File: src/rtl/cart_bus_if.sv
// Host-side request/response handshake for the cartridge bus master.
// The master modport is the host; the slave modport is cart_bus_master.
interface cart_bus_if;
  logic        req;
  logic        ready;
  logic        req_rw;
  logic [15:0] req_addr;
  logic [7:0]  req_wdata;
  logic        done;
  logic [7:0]  rdata;

  modport master (output req, req_rw, req_addr, req_wdata, input ready, done, rdata);
  modport slave  (input req, req_rw, req_addr, req_wdata, output ready, done, rdata);
endinterface

File: src/rtl/cart_bus_master.sv
// Famicom cartridge-edge initiator: free-running M2 with one CPU bus cycle per period.
// Define CART_BUS_PPU_EN to add the independent PPU read strobe port.
module cart_bus_master #(
  parameter int unsigned M2_LOW       = 4,
  parameter int unsigned M2_HIGH      = 6,
  parameter int unsigned ROMSEL_DELAY = 1
) (
  input  logic        clk,
  input  logic        rst,
  cart_bus_if.slave   host,
  output logic        m2,
  output logic        romsel,
  output logic        cpu_rw,
  output logic [14:0] cpu_addr,
  output logic [7:0]  cpu_data_out,
  output logic        cpu_data_oe,
  input  logic [7:0]  cpu_data_in
`ifdef CART_BUS_PPU_EN
  ,
  input  logic        ppu_req,
  output logic        ppu_ready,
  input  logic [13:0] ppu_req_addr,
  output logic        ppu_done,
  output logic [7:0]  ppu_rdata,
  output logic        ppu_rd,
  output logic [13:0] ppu_addr,
  output logic        ppu_not_a13,
  input  logic [7:0]  ppu_data_in
`endif
);

  localparam int unsigned CNT_MAX = (M2_LOW > M2_HIGH) ? M2_LOW : M2_HIGH;
  localparam int unsigned CNT_W   = (CNT_MAX > 1) ? $clog2(CNT_MAX) : 1;

  typedef enum logic {IDLE, ACTIVE} state_t;

  state_t           state;
  logic             phase_high;
  logic             phase_high_nxt;
  logic [CNT_W-1:0] cnt;
  logic [CNT_W-1:0] cnt_nxt;
  logic             rise_edge;
  logic             fall_edge;
  logic             lat_rw;
  logic             lat_rom;
  logic [7:0]       lat_wdata;

  // Phase counter: LOW 0..M2_LOW-1, then HIGH 0..M2_HIGH-1, forever.
  always_comb begin
    phase_high_nxt = phase_high;
    cnt_nxt        = cnt + CNT_W'(1);
    rise_edge      = 1'b0;
    fall_edge      = 1'b0;
    if (!phase_high && cnt == CNT_W'(M2_LOW - 1)) begin
      phase_high_nxt = 1'b1;
      cnt_nxt        = '0;
      rise_edge      = 1'b1;
    end else if (phase_high && cnt == CNT_W'(M2_HIGH - 1)) begin
      phase_high_nxt = 1'b0;
      cnt_nxt        = '0;
      fall_edge      = 1'b1;
    end
  end

  always_ff @(posedge clk or posedge rst) begin
    if (rst) begin
      state        <= IDLE;
      phase_high   <= 1'b0;
      cnt          <= '0;
      m2           <= 1'b0;
      romsel       <= 1'b1;
      cpu_rw       <= 1'b1;
      cpu_addr     <= '0;
      cpu_data_out <= '0;
      cpu_data_oe  <= 1'b0;
      host.ready   <= 1'b0;
      host.done    <= 1'b0;
      host.rdata   <= '0;
      lat_rw       <= 1'b1;
      lat_rom      <= 1'b0;
      lat_wdata    <= '0;
    end else begin
      phase_high <= phase_high_nxt;
      cnt        <= cnt_nxt;
      m2         <= phase_high_nxt;
      host.ready <= phase_high_nxt && (cnt_nxt == CNT_W'(M2_HIGH - 1));
      host.done  <= 1'b0;

      // M2 fall closes the current cycle and may open the next one on the same edge.
      if (fall_edge) begin
        romsel    <= 1'b1;
        host.done <= (state == ACTIVE);
        if (state == ACTIVE && lat_rw) host.rdata <= cpu_data_in;
        if (host.req && host.ready) begin
          state     <= ACTIVE;
          lat_rw    <= host.req_rw;
          lat_rom   <= host.req_addr[15];
          lat_wdata <= host.req_wdata;
          cpu_addr  <= host.req_addr[14:0];
          cpu_rw    <= host.req_rw;
        end else begin
          state  <= IDLE;
          cpu_rw <= 1'b1;
        end
      end

      if (state == ACTIVE && lat_rom && phase_high_nxt && cnt_nxt == CNT_W'(ROMSEL_DELAY))
        romsel <= 1'b0;

      // Write data is held one clk past M2 fall unless another write follows.
      if (rise_edge && state == ACTIVE && !lat_rw) begin
        cpu_data_oe  <= 1'b1;
        cpu_data_out <= lat_wdata;
      end else if (!phase_high && cnt == '0 && !(state == ACTIVE && !lat_rw)) begin
        cpu_data_oe <= 1'b0;
      end
    end
  end

`ifdef CART_BUS_PPU_EN
  typedef enum logic [1:0] {P_IDLE, P_STROBE, P_RECOVER} ppu_state_t;

  ppu_state_t ppu_state;
  logic [1:0] ppu_cnt;

  // PPU read: 3-clk /RD strobe, then 1 clk of recovery before the next accept.
  always_ff @(posedge clk or posedge rst) begin
    if (rst) begin
      ppu_state   <= P_IDLE;
      ppu_cnt     <= '0;
      ppu_ready   <= 1'b1;
      ppu_done    <= 1'b0;
      ppu_rdata   <= '0;
      ppu_rd      <= 1'b1;
      ppu_addr    <= '0;
      ppu_not_a13 <= 1'b1;
    end else begin
      ppu_done <= 1'b0;
      case (ppu_state)
        P_IDLE: begin
          if (ppu_req && ppu_ready) begin
            ppu_addr    <= ppu_req_addr;
            ppu_not_a13 <= ~ppu_req_addr[13];
            ppu_rd      <= 1'b0;
            ppu_cnt     <= '0;
            ppu_ready   <= 1'b0;
            ppu_state   <= P_STROBE;
          end
        end
        P_STROBE: begin
          if (ppu_cnt == 2'd2) begin
            ppu_rd    <= 1'b1;
            ppu_rdata <= ppu_data_in;
            ppu_done  <= 1'b1;
            ppu_state <= P_RECOVER;
          end else begin
            ppu_cnt <= ppu_cnt + 2'd1;
          end
        end
        P_RECOVER: begin
          ppu_ready <= 1'b1;
          ppu_state <= P_IDLE;
        end
        default: ppu_state <= P_IDLE;
      endcase
    end
  end
`endif

endmodule

File: src/flat_wrapper.sv
// flat-port wrapper written by rule: the top's interface ports become plain ports
module cart_bus_master_flat 
#(
  parameter int unsigned M2_LOW       = 4,
  parameter int unsigned M2_HIGH      = 6,
  parameter int unsigned ROMSEL_DELAY = 1
)
  (clk, rst, m2, romsel, cpu_rw, cpu_addr, cpu_data_out, cpu_data_oe, cpu_data_in, host_req, host_req_rw, host_req_addr, host_req_wdata, host_ready, host_done, host_rdata);
  cart_bus_if host_i ();
  input  logic clk;
  input  logic rst;
  output logic m2;
  output logic romsel;
  output logic cpu_rw;
  output logic [14:0] cpu_addr;
  output logic [7:0] cpu_data_out;
  output logic cpu_data_oe;
  input  logic [7:0] cpu_data_in;
  input wire logic [$bits(host_i.req)-1:0] host_req;
  input wire logic [$bits(host_i.req_rw)-1:0] host_req_rw;
  input wire logic [$bits(host_i.req_addr)-1:0] host_req_addr;
  input wire logic [$bits(host_i.req_wdata)-1:0] host_req_wdata;
  output wire logic [$bits(host_i.ready)-1:0] host_ready;
  output wire logic [$bits(host_i.done)-1:0] host_done;
  output wire logic [$bits(host_i.rdata)-1:0] host_rdata;
  assign host_i.req = host_req;
  assign host_i.req_rw = host_req_rw;
  assign host_i.req_addr = host_req_addr;
  assign host_i.req_wdata = host_req_wdata;
  assign host_ready = host_i.ready;
  assign host_done = host_i.done;
  assign host_rdata = host_i.rdata;
  cart_bus_master #(.M2_LOW(M2_LOW), .M2_HIGH(M2_HIGH), .ROMSEL_DELAY(ROMSEL_DELAY)) u_core (.clk(clk), .rst(rst), .host(host_i), .m2(m2), .romsel(romsel), .cpu_rw(cpu_rw), .cpu_addr(cpu_addr), .cpu_data_out(cpu_data_out), .cpu_data_oe(cpu_data_oe), .cpu_data_in(cpu_data_in));
endmodule
File: config.mk
export PLATFORM = sky130hd
export DESIGN_NAME = cart_bus_master_flat
export DESIGN_NICKNAME = d
export VERILOG_FILES = /design/src/rtl/cart_bus_if.sv /design/src/rtl/cart_bus_master.sv /design/src/flat_wrapper.sv
export SDC_FILE = /design/constraint.sdc
export NUM_CORES = 1
export LEC_CHECK = 0
export ABC_CLOCK_PERIOD_IN_PS = 1900
export CORE_ASPECT_RATIO = 1.25
export CORE_MARGIN = 2
export CORE_UTILIZATION = 45
export DETAILED_ROUTE_END_ITERATION = 7
export DONT_BUFFER_PORTS = 1
export GPL_TIMING_DRIVEN = 0
export PLACE_DENSITY = 0.66
export SYNTH_ARGS = -nofsm -noshare
export SYNTH_HDL_FRONTEND = slang
export SYNTH_SLANG_ARGS = --single-unit
File: constraint.sdc
create_clock -name clk -period 1.9 [get_ports clk]
set_input_delay 0.38 -clock clk [delete_from_list [all_inputs] [get_ports clk]]
set_output_delay 0.38 -clock clk [all_outputs]
set_load 0.01 [all_outputs]
==> summary.txt <==
Outcome
  – Status: complete, but fails checks
  – Failing checks: hold timing

Power and ir drop
  – Pwr/cell area: 899 nW/µm²
  – Max IR drop VDD: 422 µV
  – Sw frac: about 23%
  – Clock network power share: between 20% and 30%
  – Combinational share of power: around a tenth
  – Sw Pwr: 473 µW
  – Leak pwr: roughly 0.0011 µW
  – P_int: between 1500 and 2000 µW
  – Reg power frac: a little over three fifths

Synth
  – Top-count cell post-synth: dfrtp_1
  – Cells after Synth: roughly 130
  – Ys flop type: dfrtp_1
  – Post-synthesis sequential area ratio: 61.1%
  – Synthesis-stage register bit count: 51
  – Largest cells by area after synthesis: dfrtp_1 (57%), mux2_4 (13%), mux2_2 (12%)
  – Asr flop ratio synth: 100%
  – Synth top area share: 57.3%
  – Cell Area, Synth: 2100 µm²
  – Yosys cell types: 23
  – Leading area contributor after synthesis: dfrtp_1
  – Yosys warns: 0
  – Post-synth EDFFs: 0
  – Synth Net Count: 171
  – Commonest cells in the netlist: dfrtp_1 (48), mux2_2 (23), mux2_4 (18)
  – Avg Cell Area, Syn: around 16 µm²

Layout
  – Area added between synthesis and finish: 8.60%
  – Nets: between 150 and 200
  – Layout cell share with drive strength beyond 1: 42.9%
  – Register area: 1280 µm²
  – Fill cells: a little over 400
  – Multi-input logic area: 736 µm²
  – Ant. Diodes: 0

Detailed routing
  – Drt pass-1 iters: 4
  – Initial DRC count: 36
  – Final wirelength: approximately 3500 µm
  – Via Count: 1051
  – Mean routed wirelength per cell: 17.7 µm
  – Vias per cell: 5.31
  – ANT nets after route: 0
  – DRC viols: 0

Run
  – MaxCap Viol Count: 0

Clock tree
  – Clk sink count: between 50 and 60
  – Clock latency on the worst-skew pair: 0.29 ns
  – # hold bufs at CTS: 0
  – Clock buffer depth: 2
  – Clock slew at reported path FFs: ~0.080 ns
  – CTS tree: built
  – Clock root buffer: clkbuf_8
  – Num CTS Buffers: 5
  – H-tree levels: 2

STA
  – Relative slew slack: 66.4%
  – Max Fclk: approximately 550 MHz
  – Hold_ws: -0.0113 ns
  – Clk_skew: approximately 0.008 ns
  – Final hold vios: 18
  – Final period utilization: 95.6%
  – Least-Margin Pin Slew: 0.503 ns
  – Crit path time final: 1.82 ns
  – Final Setup Violations: 0
  – Slew Viols, Final: 0
  – Fin worst setup slack: 0.0834 ns
  – RSZ-0062 raised after global routing: false

Die
  – I/O pin cnt: 73
  – Die width: around 65 µm
  – Initial Utilization: around 47%
  – Site Rows: 27
  – Die Y-Extent: 80.3 µm
  – Die area: 5220 µm²
  – Core Area: between 4000 and 5000 µm²

GRT
  – Initial antenna violation count: 0
  – Tot GR Track Use: 14.5%
  – Largest net degree at the start of global routing: 29
  – Global-route wire length before repair: 5690 µm
  – Number of global-route vias before repair: about 1200
  – GR Overflow Total: 0

Worst setup path
  – CP Capture Type: flop
  – CP arrival: 1.99 ns
  – Cell family contributing the most delay on the critical path: simple AND/OR/NAND/NOR gates
  – Kind of critical path: reg -> reg
  – CP startpoint kind: flop
  – Number of buffers and inverters on the critical path: 3
  – CP peak stage delay: ~0.38 ns
  – Crit path max fanout: 10
  – Req. time, crit path: 2.07 ns
  – Cell Chain, Critical Path: inv_1, ha_2, and3_4, and3_4, buf_12, buf_12, mux2_4
  – Slowest cell on crit path: dfrtp_1

Placement
  – Port buffer count: 0
  – GPL Wtd Cong: 0.663
  – HPWL after DPL: 2670 µm
  – Setup WS pre-CTS: 0.0873 ns

Min path
  – Worst min-delay path category: in -> async
-- sequential cells by signal, indices dropped and copies added (netlist names) --
signal and flops:
u_core.cpu_addr 15, u_core.cpu_data_out 8, u_core.host.rdata 8, u_core.lat_wdata 8
u_core.cnt 3, u_core.cpu_data_oe 1, u_core.cpu_rw 1, u_core.host.done 1
u_core.host.ready 1, u_core.lat_rom 1, u_core.lat_rw 1, u_core.m2 1
u_core.romsel 1, u_core.state 1
-- area by class of cell --
cell class	count	share of cell area (%)
plain buffers	4	2.86
clock buffers	8	3.52
inverters	6	0.990
multi-input cells	70	32.3
flip-flops and latches	51	56.2
well taps	58	3.19
repair buffers	1	0.880
-- what timing repair did --
item	4_1_cts	5_1_grt
hold endpoints to repair	0	0
endpoints found under the setup margin	0	14
gates resized for setup	0	2
buffers inserted	0	0
-- worst register-to-register path: stages (launching register included) --
cell     delay [ns]
dfrtp_1        0.38
inv_1          0.09
ha_2           0.21
and3_4         0.23
and3_4         0.21
buf_12         0.13
buf_12         0.15
mux2_4         0.30
-- through the flow --
stage	total power, µW	util [%]	TNS, ns	cells	area (µm²)
6_report	2050	51.0	0	198	2280
5_1_grt	2150	51.0	0	198	2280
4_1_cts	2090	50.9	0	198	2270
2_1_floorplan	1450	-	0	131	2100
3_5_place_dp	1500	49.1	0	190	2190
3_3_place_gp	1490	48.6	-5.48	189	2170
-- cells by family after synthesis --
kind of cell             share of synthesized area, %
AO/OA/AOI/OAI                                    1.79
buffers and inverters                            4.18
AND/OR/NAND/NOR                                  5.31
multiplexers                                     25.3
adder cells (fa/ha/maj)                          2.39
flip-flops                                       61.1
-- path summary, 6_finish.rpt --
path,start,endpoint,slack [ns],cells after the start
worst max-delay path,u_core.cnt[1]$_DFF_PP0_,u_core.cpu_addr[0]$_DFFE_PP0P_,0.08,7
worst min-delay path,rst,u_core.lat_wdata[0]$_DFFE_PP0P_,-0.01,1
worst max register to register,u_core.cnt[1]$_DFF_PP0_,u_core.cpu_addr[0]$_DFFE_PP0P_,0.08,7
worst min register to register,u_core.lat_wdata[5]$_DFFE_PP0P_,u_core.lat_wdata[5]$_DFFE_PP0P_,0.51,1
max in group asynchronous,rst,u_core.cpu_rw$_DFFE_PP1P_,1.32,2
min in group clk,host_req_rw,u_core.cpu_rw$_DFFE_PP1P_,0.18,2
-- placed cells by master (no fill, tap or decap), types with 2 or more instances in the layout --
| cell type | count |
|---|---|
| ha_1 | 3 |
| clkbuf_1 | 3 |
| and3_1 | 2 |
| mux2_2 | 23 |
| nand3_1 | 2 |
| dfstp_2 | 3 |
| buf_12 | 4 |
| nand2_1 | 2 |
| mux2_4 | 18 |
| dfrtp_1 | 48 |
| clkbuf_8 | 5 |
| nor2_1 | 5 |
| and3_4 | 2 |
| nand2b_1 | 2 |
| inv_1 | 5 |
| a21oi_1 | 2 |
-- per-layer routing --
metal  part of all wire, %  GRT usage, %
met5                     0             0
met4                   1.5          7.08
met3                   8.1          4.62
met2                    51          24.6
met1                    40          16.5
-- power by group through the flow --
| stage | registers (µW) | clock network [µW] | logic, µW |
|---|---|---|---|
| global route | 1300 | 642 | 213 |
| global placement | 1300 | 0 | 184 |
| finish | 1280 | 570 | 194 |
| CTS | 1290 | 602 | 198 |
| floorplan | 1280 | 0 | 171 |
| detailed placement | 1310 | 0 | 198 |
Power figures use the tool's default switching activity.
